$ cat src/rtl/sr_drv_pkg.sv
// Shared types and width helpers for the SR latch pulse driver.
// Imported by the top module and by the request debouncer.
package sr_drv_pkg;

    typedef enum logic [2:0] {
        IDLE    = 3'd0,
        DRIVE_S = 3'd1,
        DRIVE_R = 3'd2,
        GAP     = 3'd3,
        CHECK   = 3'd4
    } state_t;

    localparam int SYNC_STAGES = 2;

    // Counter that must hold the value d itself (saturating debounce count).
    function automatic int dbnc_width(input int d);
        int w;
        w = $clog2(d + 1);
        return (w < 1) ? 1 : w;
    endfunction

    // Down-counter shared by the DRIVE and GAP phases, loaded with N-1.
    function automatic int phase_cnt_width(input int p, input int g);
        int m;
        m = (p > g) ? p : g;
        return (m <= 1) ? 1 : $clog2(m);
    endfunction

endpackage

$ cat src/rtl/sr_latch_driver_if.sv
// Request, latch-drive and status signals of the SR latch driver.
// The bench drives through master; the driver uses slave.
interface sr_latch_driver_if;

    logic set_req;
    logic clr_req;
    logic q_in;
    logic S;
    logic R;
    logic busy;
    logic expected_q;
    logic mismatch;

    modport master (
        output set_req,
        output clr_req,
        output q_in,
        input  S,
        input  R,
        input  busy,
        input  expected_q,
        input  mismatch
    );

    modport slave (
        input  set_req,
        input  clr_req,
        input  q_in,
        output S,
        output R,
        output busy,
        output expected_q,
        output mismatch
    );

endinterface

$ cat src/rtl/sr_debounce.sv
// Synchroniser plus consecutive-sample debouncer for one raw push-button.
// Emits a one-cycle event on the rising edge of the debounced level.
module sr_debounce
    import sr_drv_pkg::*;
#(
    parameter int DEBOUNCE_CYCLES = 4
) (
    input  logic clk,
    input  logic rst_n,
    input  logic i_raw,
    output logic o_event
);

    localparam int CW = dbnc_width(DEBOUNCE_CYCLES);
    localparam logic [CW-1:0] CNT_FULL = CW'(DEBOUNCE_CYCLES);

    logic [SYNC_STAGES-1:0] r_sync;
    logic [CW-1:0]          r_cnt;
    logic                   r_level_d;
    logic                   w_sync;
    logic                   w_level;

    genvar gi;
    generate
        for (gi = 0; gi < SYNC_STAGES; gi++) begin : g_sync
            if (gi == 0) begin : g_first
                always_ff @(posedge clk or negedge rst_n) begin
                    if (!rst_n) begin
                        r_sync[gi] <= 1'b0;
                    end else begin
                        r_sync[gi] <= i_raw;
                    end
                end
            end else begin : g_chain
                always_ff @(posedge clk or negedge rst_n) begin
                    if (!rst_n) begin
                        r_sync[gi] <= 1'b0;
                    end else begin
                        r_sync[gi] <= r_sync[gi-1];
                    end
                end
            end
        end
    endgenerate

    assign w_sync  = r_sync[SYNC_STAGES-1];
    assign w_level = (r_cnt == CNT_FULL);

    // The count saturates so the level holds for as long as the input stays high.
    always_ff @(posedge clk or negedge rst_n) begin
        if (!rst_n) begin
            r_cnt     <= '0;
            r_level_d <= 1'b0;
        end else begin
            r_level_d <= w_level;
            if (!w_sync) begin
                r_cnt <= '0;
            end else if (r_cnt != CNT_FULL) begin
                r_cnt <= r_cnt + CW'(1);
            end
        end
    end

    assign o_event = w_level & ~r_level_d;

endmodule

$ cat src/rtl/sr_latch_driver.sv
// Turns debounced set/clear requests into exclusive, fixed-width S/R pulses
// for a downstream SR latch and verifies the latch Q after each command.
module sr_latch_driver
    import sr_drv_pkg::*;
#(
    parameter int DEBOUNCE_CYCLES = 4,
    parameter int PULSE_CYCLES    = 3,
    parameter int GAP_CYCLES      = 2
) (
    input logic         clk,
    input logic         rst_n,
    sr_latch_driver_if.slave bus
);

    localparam int CW = phase_cnt_width(PULSE_CYCLES, GAP_CYCLES);
    localparam logic [CW-1:0] PULSE_LOAD = CW'(PULSE_CYCLES - 1);
    localparam logic [CW-1:0] GAP_LOAD   = CW'(GAP_CYCLES - 1);

    generate
        if (DEBOUNCE_CYCLES < 1) begin : g_bad_debounce
            $error("sr_latch_driver: DEBOUNCE_CYCLES must be >= 1");
        end
        if (PULSE_CYCLES < 1) begin : g_bad_pulse
            $error("sr_latch_driver: PULSE_CYCLES must be >= 1");
        end
        if (GAP_CYCLES < 2) begin : g_bad_gap
            $error("sr_latch_driver: GAP_CYCLES must be >= 2");
        end
    endgenerate

    state_t                 r_state;
    state_t                 w_state_next;
    logic [CW-1:0]          r_cnt;
    logic [CW-1:0]          w_cnt_next;
    logic                   w_take_set;
    logic                   w_take_clr;
    logic                   w_set_evt;
    logic                   w_clr_evt;
    logic                   r_pend_set;
    logic                   r_pend_clr;
    logic                   r_s;
    logic                   r_r;
    logic                   r_expected_q;
    logic                   r_mismatch;
    logic                   w_s_next;
    logic                   w_r_next;
    logic                   w_check_fail;
    logic [SYNC_STAGES-1:0] r_q_sync;

    sr_debounce #(.DEBOUNCE_CYCLES(DEBOUNCE_CYCLES)) u_dbnc_set (
        .clk     (clk),
        .rst_n   (rst_n),
        .i_raw   (bus.set_req),
        .o_event (w_set_evt)
    );

    sr_debounce #(.DEBOUNCE_CYCLES(DEBOUNCE_CYCLES)) u_dbnc_clr (
        .clk     (clk),
        .rst_n   (rst_n),
        .i_raw   (bus.clr_req),
        .o_event (w_clr_evt)
    );

    genvar gi;
    generate
        for (gi = 0; gi < SYNC_STAGES; gi++) begin : g_q_sync
            if (gi == 0) begin : g_first
                always_ff @(posedge clk or negedge rst_n) begin
                    if (!rst_n) begin
                        r_q_sync[gi] <= 1'b0;
                    end else begin
                        r_q_sync[gi] <= bus.q_in;
                    end
                end
            end else begin : g_chain
                always_ff @(posedge clk or negedge rst_n) begin
                    if (!rst_n) begin
                        r_q_sync[gi] <= 1'b0;
                    end else begin
                        r_q_sync[gi] <= r_q_sync[gi-1];
                    end
                end
            end
        end
    endgenerate

    always_ff @(posedge clk or negedge rst_n) begin
        if (!rst_n) begin
            r_state <= IDLE;
            r_cnt   <= '0;
        end else begin
            r_state <= w_state_next;
            r_cnt   <= w_cnt_next;
        end
    end

    // Live events are considered alongside pending flags so a fresh request
    // launches its pulse on the very next edge.
    always_comb begin
        w_state_next = r_state;
        w_cnt_next   = r_cnt;
        w_take_set   = 1'b0;
        w_take_clr   = 1'b0;
        case (r_state)
            IDLE: begin
                if (r_pend_clr || w_clr_evt) begin
                    w_state_next = DRIVE_R;
                    w_cnt_next   = PULSE_LOAD;
                    w_take_clr   = 1'b1;
                end else if (r_pend_set || w_set_evt) begin
                    w_state_next = DRIVE_S;
                    w_cnt_next   = PULSE_LOAD;
                    w_take_set   = 1'b1;
                end
            end
            DRIVE_S, DRIVE_R: begin
                if (r_cnt == '0) begin
                    w_state_next = GAP;
                    w_cnt_next   = GAP_LOAD;
                end else begin
                    w_cnt_next = r_cnt - CW'(1);
                end
            end
            GAP: begin
                if (r_cnt == '0) begin
                    w_state_next = CHECK;
                end else begin
                    w_cnt_next = r_cnt - CW'(1);
                end
            end
            CHECK: begin
                w_state_next = IDLE;
            end
            default: begin
                w_state_next = IDLE;
                w_cnt_next   = '0;
            end
        endcase
    end

    always_comb begin
        w_s_next     = (w_state_next == DRIVE_S);
        w_r_next     = (w_state_next == DRIVE_R);
        w_check_fail = (r_state == CHECK) && (r_q_sync[SYNC_STAGES-1] != r_expected_q);
    end

    always_ff @(posedge clk or negedge rst_n) begin
        if (!rst_n) begin
            r_s          <= 1'b0;
            r_r          <= 1'b0;
            r_pend_set   <= 1'b0;
            r_pend_clr   <= 1'b0;
            r_expected_q <= 1'b0;
            r_mismatch   <= 1'b0;
        end else begin
            r_s <= w_s_next;
            r_r <= w_r_next;
            if (w_take_clr) begin
                // Clear wins: any set request alongside it is discarded.
                r_pend_set   <= 1'b0;
                r_pend_clr   <= 1'b0;
                r_expected_q <= 1'b0;
            end else if (w_take_set) begin
                r_pend_set   <= 1'b0;
                r_pend_clr   <= r_pend_clr | w_clr_evt;
                r_expected_q <= 1'b1;
            end else begin
                r_pend_set <= r_pend_set | w_set_evt;
                r_pend_clr <= r_pend_clr | w_clr_evt;
            end
            if (w_check_fail) begin
                r_mismatch <= 1'b1;
            end
        end
    end

    assign bus.S          = r_s;
    assign bus.R          = r_r;
    assign bus.busy       = (r_state != IDLE);
    assign bus.expected_q = r_expected_q;
    assign bus.mismatch   = r_mismatch;

endmodule

$ cat src/flat_wrapper.sv
// flat-port wrapper written by rule: the top's interface ports become plain ports
module sr_latch_driver_flat import sr_drv_pkg::*;
#(
    parameter int DEBOUNCE_CYCLES = 4,
    parameter int PULSE_CYCLES    = 3,
    parameter int GAP_CYCLES      = 2
)
  (clk, rst_n, bus_set_req, bus_clr_req, bus_q_in, bus_S, bus_R, bus_busy, bus_expected_q, bus_mismatch);
  sr_latch_driver_if bus_i ();
  input logic clk;
  input logic rst_n;
  input wire logic [$bits(bus_i.set_req)-1:0] bus_set_req;
  input wire logic [$bits(bus_i.clr_req)-1:0] bus_clr_req;
  input wire logic [$bits(bus_i.q_in)-1:0] bus_q_in;
  output wire logic [$bits(bus_i.S)-1:0] bus_S;
  output wire logic [$bits(bus_i.R)-1:0] bus_R;
  output wire logic [$bits(bus_i.busy)-1:0] bus_busy;
  output wire logic [$bits(bus_i.expected_q)-1:0] bus_expected_q;
  output wire logic [$bits(bus_i.mismatch)-1:0] bus_mismatch;
  assign bus_i.set_req = bus_set_req;
  assign bus_i.clr_req = bus_clr_req;
  assign bus_i.q_in = bus_q_in;
  assign bus_S = bus_i.S;
  assign bus_R = bus_i.R;
  assign bus_busy = bus_i.busy;
  assign bus_expected_q = bus_i.expected_q;
  assign bus_mismatch = bus_i.mismatch;
  sr_latch_driver #(.DEBOUNCE_CYCLES(DEBOUNCE_CYCLES), .PULSE_CYCLES(PULSE_CYCLES), .GAP_CYCLES(GAP_CYCLES)) u_core (.clk(clk), .rst_n(rst_n), .bus(bus_i));
endmodule
$ cat config.mk
export PLATFORM = sky130hd
export DESIGN_NAME = sr_latch_driver_flat
export DESIGN_NICKNAME = d
export VERILOG_FILES = /design/src/rtl/sr_drv_pkg.sv /design/src/rtl/sr_latch_driver_if.sv /design/src/rtl/sr_debounce.sv /design/src/rtl/sr_latch_driver.sv /design/src/flat_wrapper.sv
export SDC_FILE = /design/constraint.sdc
export NUM_CORES = 1
export LEC_CHECK = 0
export ABC_AREA = 1
export CELL_PAD_IN_SITES_DETAIL_PLACEMENT = 0
export CELL_PAD_IN_SITES_GLOBAL_PLACEMENT = 1
export CORE_ASPECT_RATIO = 0.8
export CORE_UTILIZATION = 46
export CTS_CLUSTER_SIZE = 28
export DETAILED_ROUTE_END_ITERATION = 7
export GPL_ROUTABILITY_DRIVEN = 1
export PLACE_DENSITY = 0.89
export SYNTH_ARGS = -nofsm -noshare
export SYNTH_HDL_FRONTEND = slang
export SYNTH_SLANG_ARGS = --single-unit
$ cat constraint.sdc
create_clock -name clk -period 2.26 [get_ports clk]
set_input_delay 0.339 -clock clk [delete_from_list [all_inputs] [get_ports clk]]
set_output_delay 0.339 -clock clk [all_outputs]
set_load 0.005 [all_outputs]
==> results of run 1 <==
[cell usage after synthesis]
library cell / instances / share of area [%]
a21oi_1: 6 / 2.7
nor2_1: 4 / 1.4
o21bai_1: 1 / 0.69
nand2_1: 23 / 7.9
o211ai_1: 1 / 0.69
nand4_1: 1 / 0.57
inv_1: 20 / 6.9
ha_1: 6 / 6.9
inv_2: 2 / 0.69
nor2_4: 3 / 3.1
nand3_1: 2 / 0.92
o21ai_1: 1 / 0.46
o21ai_0: 6 / 2.7
a21boi_1: 1 / 0.69
nor2_2: 2 / 1.1
nand2_4: 1 / 1.0
xnor2_1: 1 / 0.80
dfrtp_1: 25 / 57
a31oi_1: 2 / 1.1
nand3_2: 2 / 1.8
nand2_2: 1 / 0.57
[state kept, by name, summed over array words and instances (netlist names), 2 cells and up]
| signal | flops |
|---|---|
| u_core.r_state | 3 |
| u_core.r_cnt | 2 |
| u_core.u_dbnc_clr.r_cnt | 3 |
| u_core.u_dbnc_set.r_cnt | 3 |
| u_core.r_q_sync | 2 |
[worst max-delay path, stage by stage, from the launching register on]
cell and delay [ps]:
dfrtp_1 450, nor2_4 180, nand2_4 100, clkdlybuf4s50_1 450
[routing by layer]
| metal | wire length (um) | part of all wire (%) | GRT usage, % | vias to the layer above |
|---|---|---|---|---|
| met1 | 819 | 50 | 20.70 | 336 |
| met4 | 18 | 1.1 | 5.854 | 0 |
| met5 | 0 | 0 | 0 | - |
| met2 | 725 | 44 | 23.06 | 11 |
| met3 | 72 | 4.4 | 5.398 | 4 |
| li1 | - | - | - | 376 |
[layout make-up]
class / count / area (sq um) / area share, %
Timing Repair Buffer: 10 / 97.59 / 7.792
Clock buffer: 3 / 22.52 / 1.798
Tap cell: 25 / 31.28 / 2.498
Sequential cell: 25 / 625.6 / 49.95
Multi-Input combinational cell: 64 / 385.4 / 30.77
Clock inverter: 1 / 7.507 / 0.5994
Inverter: 22 / 82.58 / 6.593
[report_power, final]
group	switching, W	internal, W
sequential	0.0000857	0.000563
combinational	0.000366	0.000282
clock	0.000133	0.0000678
total	0.000585	0.000912
[logic make-up (layout without fill, tap and decap cells)]
family	after synthesis	count (layout)
simple gates	39	39
fa+ha+maj	6	6
buf+inv	22	36
xor+xnor	1	1
flops	25	25
compound gates	18	18
[through the flow]
step,util [%],hold slack [ps],instances,area [sq um]
2_1_floorplan,-,43.41,111,1094
4_1_cts,57.04,350.9,150,1252
3_3_place_gp,55.67,332.4,146,1222
6_report,57.04,347.6,150,1252
5_1_grt,57.04,360.3,150,1252
3_5_place_dp,55.67,336.4,146,1222
[worst max path at each step]
stage                          startpoint  slack (ps)  cells past startpoint      endpoint
3_5_place_dp            u_core.r_state[1]         780                      3      bus_busy
4_1_cts                 u_core.r_state[1]         400                      3      bus_busy
6_report                u_core.r_state[1]         420                      3      bus_busy
2_1_floorplan  u_core.u_dbnc_set.r_cnt[0]        1020                      9  u_core.bus.R
5_1_grt                 u_core.r_state[1]         340                      3      bus_busy
3_3_place_gp            u_core.r_state[1]         810                      3      bus_busy
==> impl_metrics.toml, run 1 <==
[final_layout]
fillers = 193
layout_commonest_cell = "dfrtp_1"
layout.nets = 137
syn2layout_area_growth_pct = 14.53
num_antenna_cells = 0
drive_above_1_share_pct = 12.80
layout_common_cells = "dfrtp_1, nand2_1, inv_1"

[setup_path]
critPathRequiredTime_ps = 1920
path_max_fanout = 6
cp.arrival_ps = 1500
endpoint_kind = "primary output"
startpoint_type = "flop"
crit_type = "flop to primary output"
reg2reg_depth = 9
r2r_slack_ps = 820
r2r_end = "u_core.bus.R"
r2r_start = "u_core.u_dbnc_set.r_cnt[0]"

[yosys]
synth_cell_types = 21
synth_top_family_by_area = "simple AND/OR/NAND/NOR gates"
synthMuxAreaShare_pct = 0
yosys.area_share.adder_pct = 6.865
syn-num-nets = 122
avgSynthCellArea_sq_um = 9.852
ys_seq_area_share_pct = 57.21
synth_warnings = 0
synthSimpleGateAreaFrac_pct = 18.42
synth_cells = 111
yosys_register_bits = 25
synth_compound_area_share_pct = 9.153
synth_area_sq_um = 1094
synthXorXnorAreaFrac_pct = 0.8009

[power]
p_total_w = 0.001498
leakage_nw = 0.6625
power_density_nw_per_um2 = 1196
ir_drop_mv = 0.7816

[floorplan]
coreArea_sq_um = 2196
die_area_sq_um = 2577
num_rows = 15
start_util_pct = 49.80
fp.dieW_um = 56.51
boundaryPins = 10
die-height_um = 45.61

[timing]
rsz0062_at_grt = "false"
fin_ws_ps = 417.8
max_freq_mhz = 542.8
tightest_slew_ps = 306.8
max_slew_margin_pct = 79.55
drv_slew = 0
finalCriticalPeriod_ps = 1842
setup_tns_ps = 0
setup_viol = 0
fin_skew_ps = 1.992
final-hold-violation-count = 0
finalCritPeriodShare_pct = 81.51

[clock_network]
cts_hold_buffers = 0
clk_latency_ps = 320
cts_root_buffer = "clkbuf_4"
cts_resized = 0
clk_pin_slew_ps = 130
cts_tree = "yes"
htree_levels = 1
clock-sinks = 25
cts_setup_buffers = 0
clockBufferDepth = 2
cts_buffers = 3

[route]
first_pass_iters = 4
drcViolationCount = 0
via_count = 727
ant_nets = 0
post_drt_wl_per_cell_um = 10.90
wirelength_mm = 1.635
via_per_inst = 4.847
drtIter0Drc = 12

[grt]
antenna_found_initial = 0
grtUsageTotal_pct = 15.33
overflow = 0
grt_pass1_wl_mm = 2.863
grt_pass1_vias = 659
grt_max_degree = 26

[placement]
pre_cts_slack_ps = 782.3
port_buffers = 9
dpl.hpwl_mm = 1.233
gp_congestion = 0.7295

[run]
maxCapViolations = 0

[run_status]
status = "complete, no violations"

[hold_path]
hold_class = "input pin to asynchronous set/reset pin"
Power figures use the tool's default switching activity.
==> inputs of run 2 (changes only) <==
--- a/config.mk
+++ b/config.mk
@@ -9,11 +9,11 @@
 export CELL_PAD_IN_SITES_DETAIL_PLACEMENT = 0
 export CELL_PAD_IN_SITES_GLOBAL_PLACEMENT = 1
 export CORE_ASPECT_RATIO = 0.8
-export CORE_UTILIZATION = 46
+export CORE_UTILIZATION = 42
 export CTS_CLUSTER_SIZE = 28
 export DETAILED_ROUTE_END_ITERATION = 7
 export GPL_ROUTABILITY_DRIVEN = 1
-export PLACE_DENSITY = 0.89
+export PLACE_DENSITY = 0.83
 export SYNTH_ARGS = -nofsm -noshare
 export SYNTH_HDL_FRONTEND = slang
 export SYNTH_SLANG_ARGS = --single-unit
==> constraint.sdc (replaced) <==
create_clock -name clk -period 1.7 [get_ports clk]
set_input_delay 0.255 -clock clk [delete_from_list [all_inputs] [get_ports clk]]
set_output_delay 0.255 -clock clk [all_outputs]
set_load 0.005 [all_outputs]
==> impl_metrics.toml, run 2 (synthesis results as in run 1) <==
[run_status]
status = "complete, no violations"

[placement]
gp_congestion = 0.7138
placed_cells = 157
port_buffers = 9
placed_cell_area_sq_um = 1236
dpl.hpwl_mm = 1.276

[route]
wirelength_mm = 1.730
via_count = 735
ant_nets = 0
drcViolationCount = 0
post_drt_wl_per_cell_um = 10.48
via_per_inst = 4.455
first_pass_iters = 4
drtIter0Drc = 25

[final_layout]
layout.nets = 141
syn2layout_area_growth_pct = 18.42
utilization_pct = 52.59
drive_above_1_share_pct = 15.50
final_cells = 165
layout_commonest_cell = "dfrtp_1"
num_antenna_cells = 0
layout_common_cells = "dfrtp_1, nand2_1, inv_1"
final_cell_area_sq_um = 1295
top_regs = "u_core.r_state (3), u_core.u_dbnc_clr.r_cnt (3), u_core.u_dbnc_set.r_cnt (3)"

[clock_network]
clk_pin_slew_ps = 130
clock-sinks = 25
htree_levels = 1
cts_root_buffer = "clkbuf_4"
cts_tree = "yes"
cts_buffers = 3
clk_latency_ps = 320
clockBufferDepth = 2

[setup_path]
crit_type = "flop to primary output"
path_max_fanout = 6
crit_slowest_cell = "dfrtp_1"
startpoint_type = "flop"
critPathMaxStageDelay_ps = 440
critPathRequiredTime_ps = 1440
path_cells = "nor2_4 > nand2_4 > dlygate4sd2_1"
cp.arrival_ps = 1260
endpoint_kind = "primary output"

[timing]
drv_slew = 0
max_slew_margin_pct = 79.53
finalCriticalPeriod_ps = 1514
max_freq_mhz = 660.3
final-hold-violation-count = 0
rsz0062_at_grt = "false"
fin_skew_ps = 7.569
setup_tns_ps = 0
setup_viol = 0
tightest_slew_ps = 307.1
finalCritPeriodShare_pct = 89.08

[grt]
grt_max_degree = 26
grtUsageTotal_pct = 14.16
grt_pass1_wl_mm = 2.808
antenna_found_initial = 0
overflow = 0
grt_pass1_vias = 708

[floorplan]
die-height_um = 47.64
boundaryPins = 10
die_area_sq_um = 2813
coreArea_sq_um = 2462
num_rows = 16
fp.dieW_um = 59.05
start_util_pct = 44.41

[power]
ir_drop_mv = 0.8356
p_sw_share_pct = 38.86
internal-power_w = 0.001260
p_total_w = 0.002060
leakage_nw = 0.6821
power_density_nw_per_um2 = 1591
switchingPower_w = 0.0008006
clockPowerShare_pct = 12.8
pwr-share-comb_pct = 46.0
power_frac_seq_pct = 41.2

[hold_path]
hold_class = "input pin to asynchronous set/reset pin"

[run]
maxCapViolations = 0
run 2: through the flow:
stage	worst slack [ps]	hold WS (ps)
finish	185.6	270.5
global route	94.16	278.9
CTS	169.1	271.2
detailed placement	291.5	334.7
global placement	311.9	333.2
floorplan	459.2	-40.59
run 2: critical path: cells and delay by family, from the launching register on:
family	cells	cell delay [ps]
buf+inv	1	270
flops	1	440
simple gates	2	240
run 2: power groups by stage:
stage               registers, W  clock network [W]  logic (W)
finish                  0.000850           0.000263   0.000948
global placement        0.000871                  0   0.000856
detailed placement      0.000873                  0   0.000873
global route            0.000865           0.000310    0.00108
floorplan               0.000858                  0   0.000617
CTS                     0.000848           0.000279   0.000953
run 2: repair_timing:
item / 4_1_cts / 5_1_grt
resized for setup: 1 / 0
buffers inserted: 4 / 0
hold buffers: 0 / 0
setup endpoints to repair: 1 / 0
run 2: area by class of cell:
cell class / instances / area, sq um
fillers: 221 / 1167
flip-flops and latches: 25 / 625.6
multi-input cells: 64 / 385.4
repair buffers: 14 / 126.4
inverters: 22 / 82.58
well taps: 36 / 45.04
clock buffers: 3 / 22.52
clock inverters: 1 / 7.507
run 2: layer usage:
metal | part of all wire, % | vias up | global-route usage [%]
li1 | - | 380 | -
met1 | 47 | 335 | 16.46
met2 | 46 | 15 | 24.09
met3 | 5.3 | 5 | 5.946
met4 | 1.2 | 0 | 5.238
met5 | 0 | - | 0
run 2: final timing paths:
| kind | start | endpoint | slack (ps) | cells after the start |
|---|---|---|---|---|
| max reg2reg | u_core.u_dbnc_set.r_cnt[0] | u_core.bus.R | 280 | 9 |
| min reg2reg | u_core.u_dbnc_clr.r_sync[0] | u_core.u_dbnc_clr.w_sync | 360 | 0 |
| max | u_core.r_state[0] | bus_busy | 190 | 3 |
| max in group asynchronous | rst_n | u_core.u_dbnc_set.r_cnt[2] | 1200 | 2 |
| min in group clk | bus_set_req | u_core.u_dbnc_set.r_sync[0] | 360 | 1 |
| min | rst_n | u_core.u_dbnc_set.r_level_d | 270 | 2 |
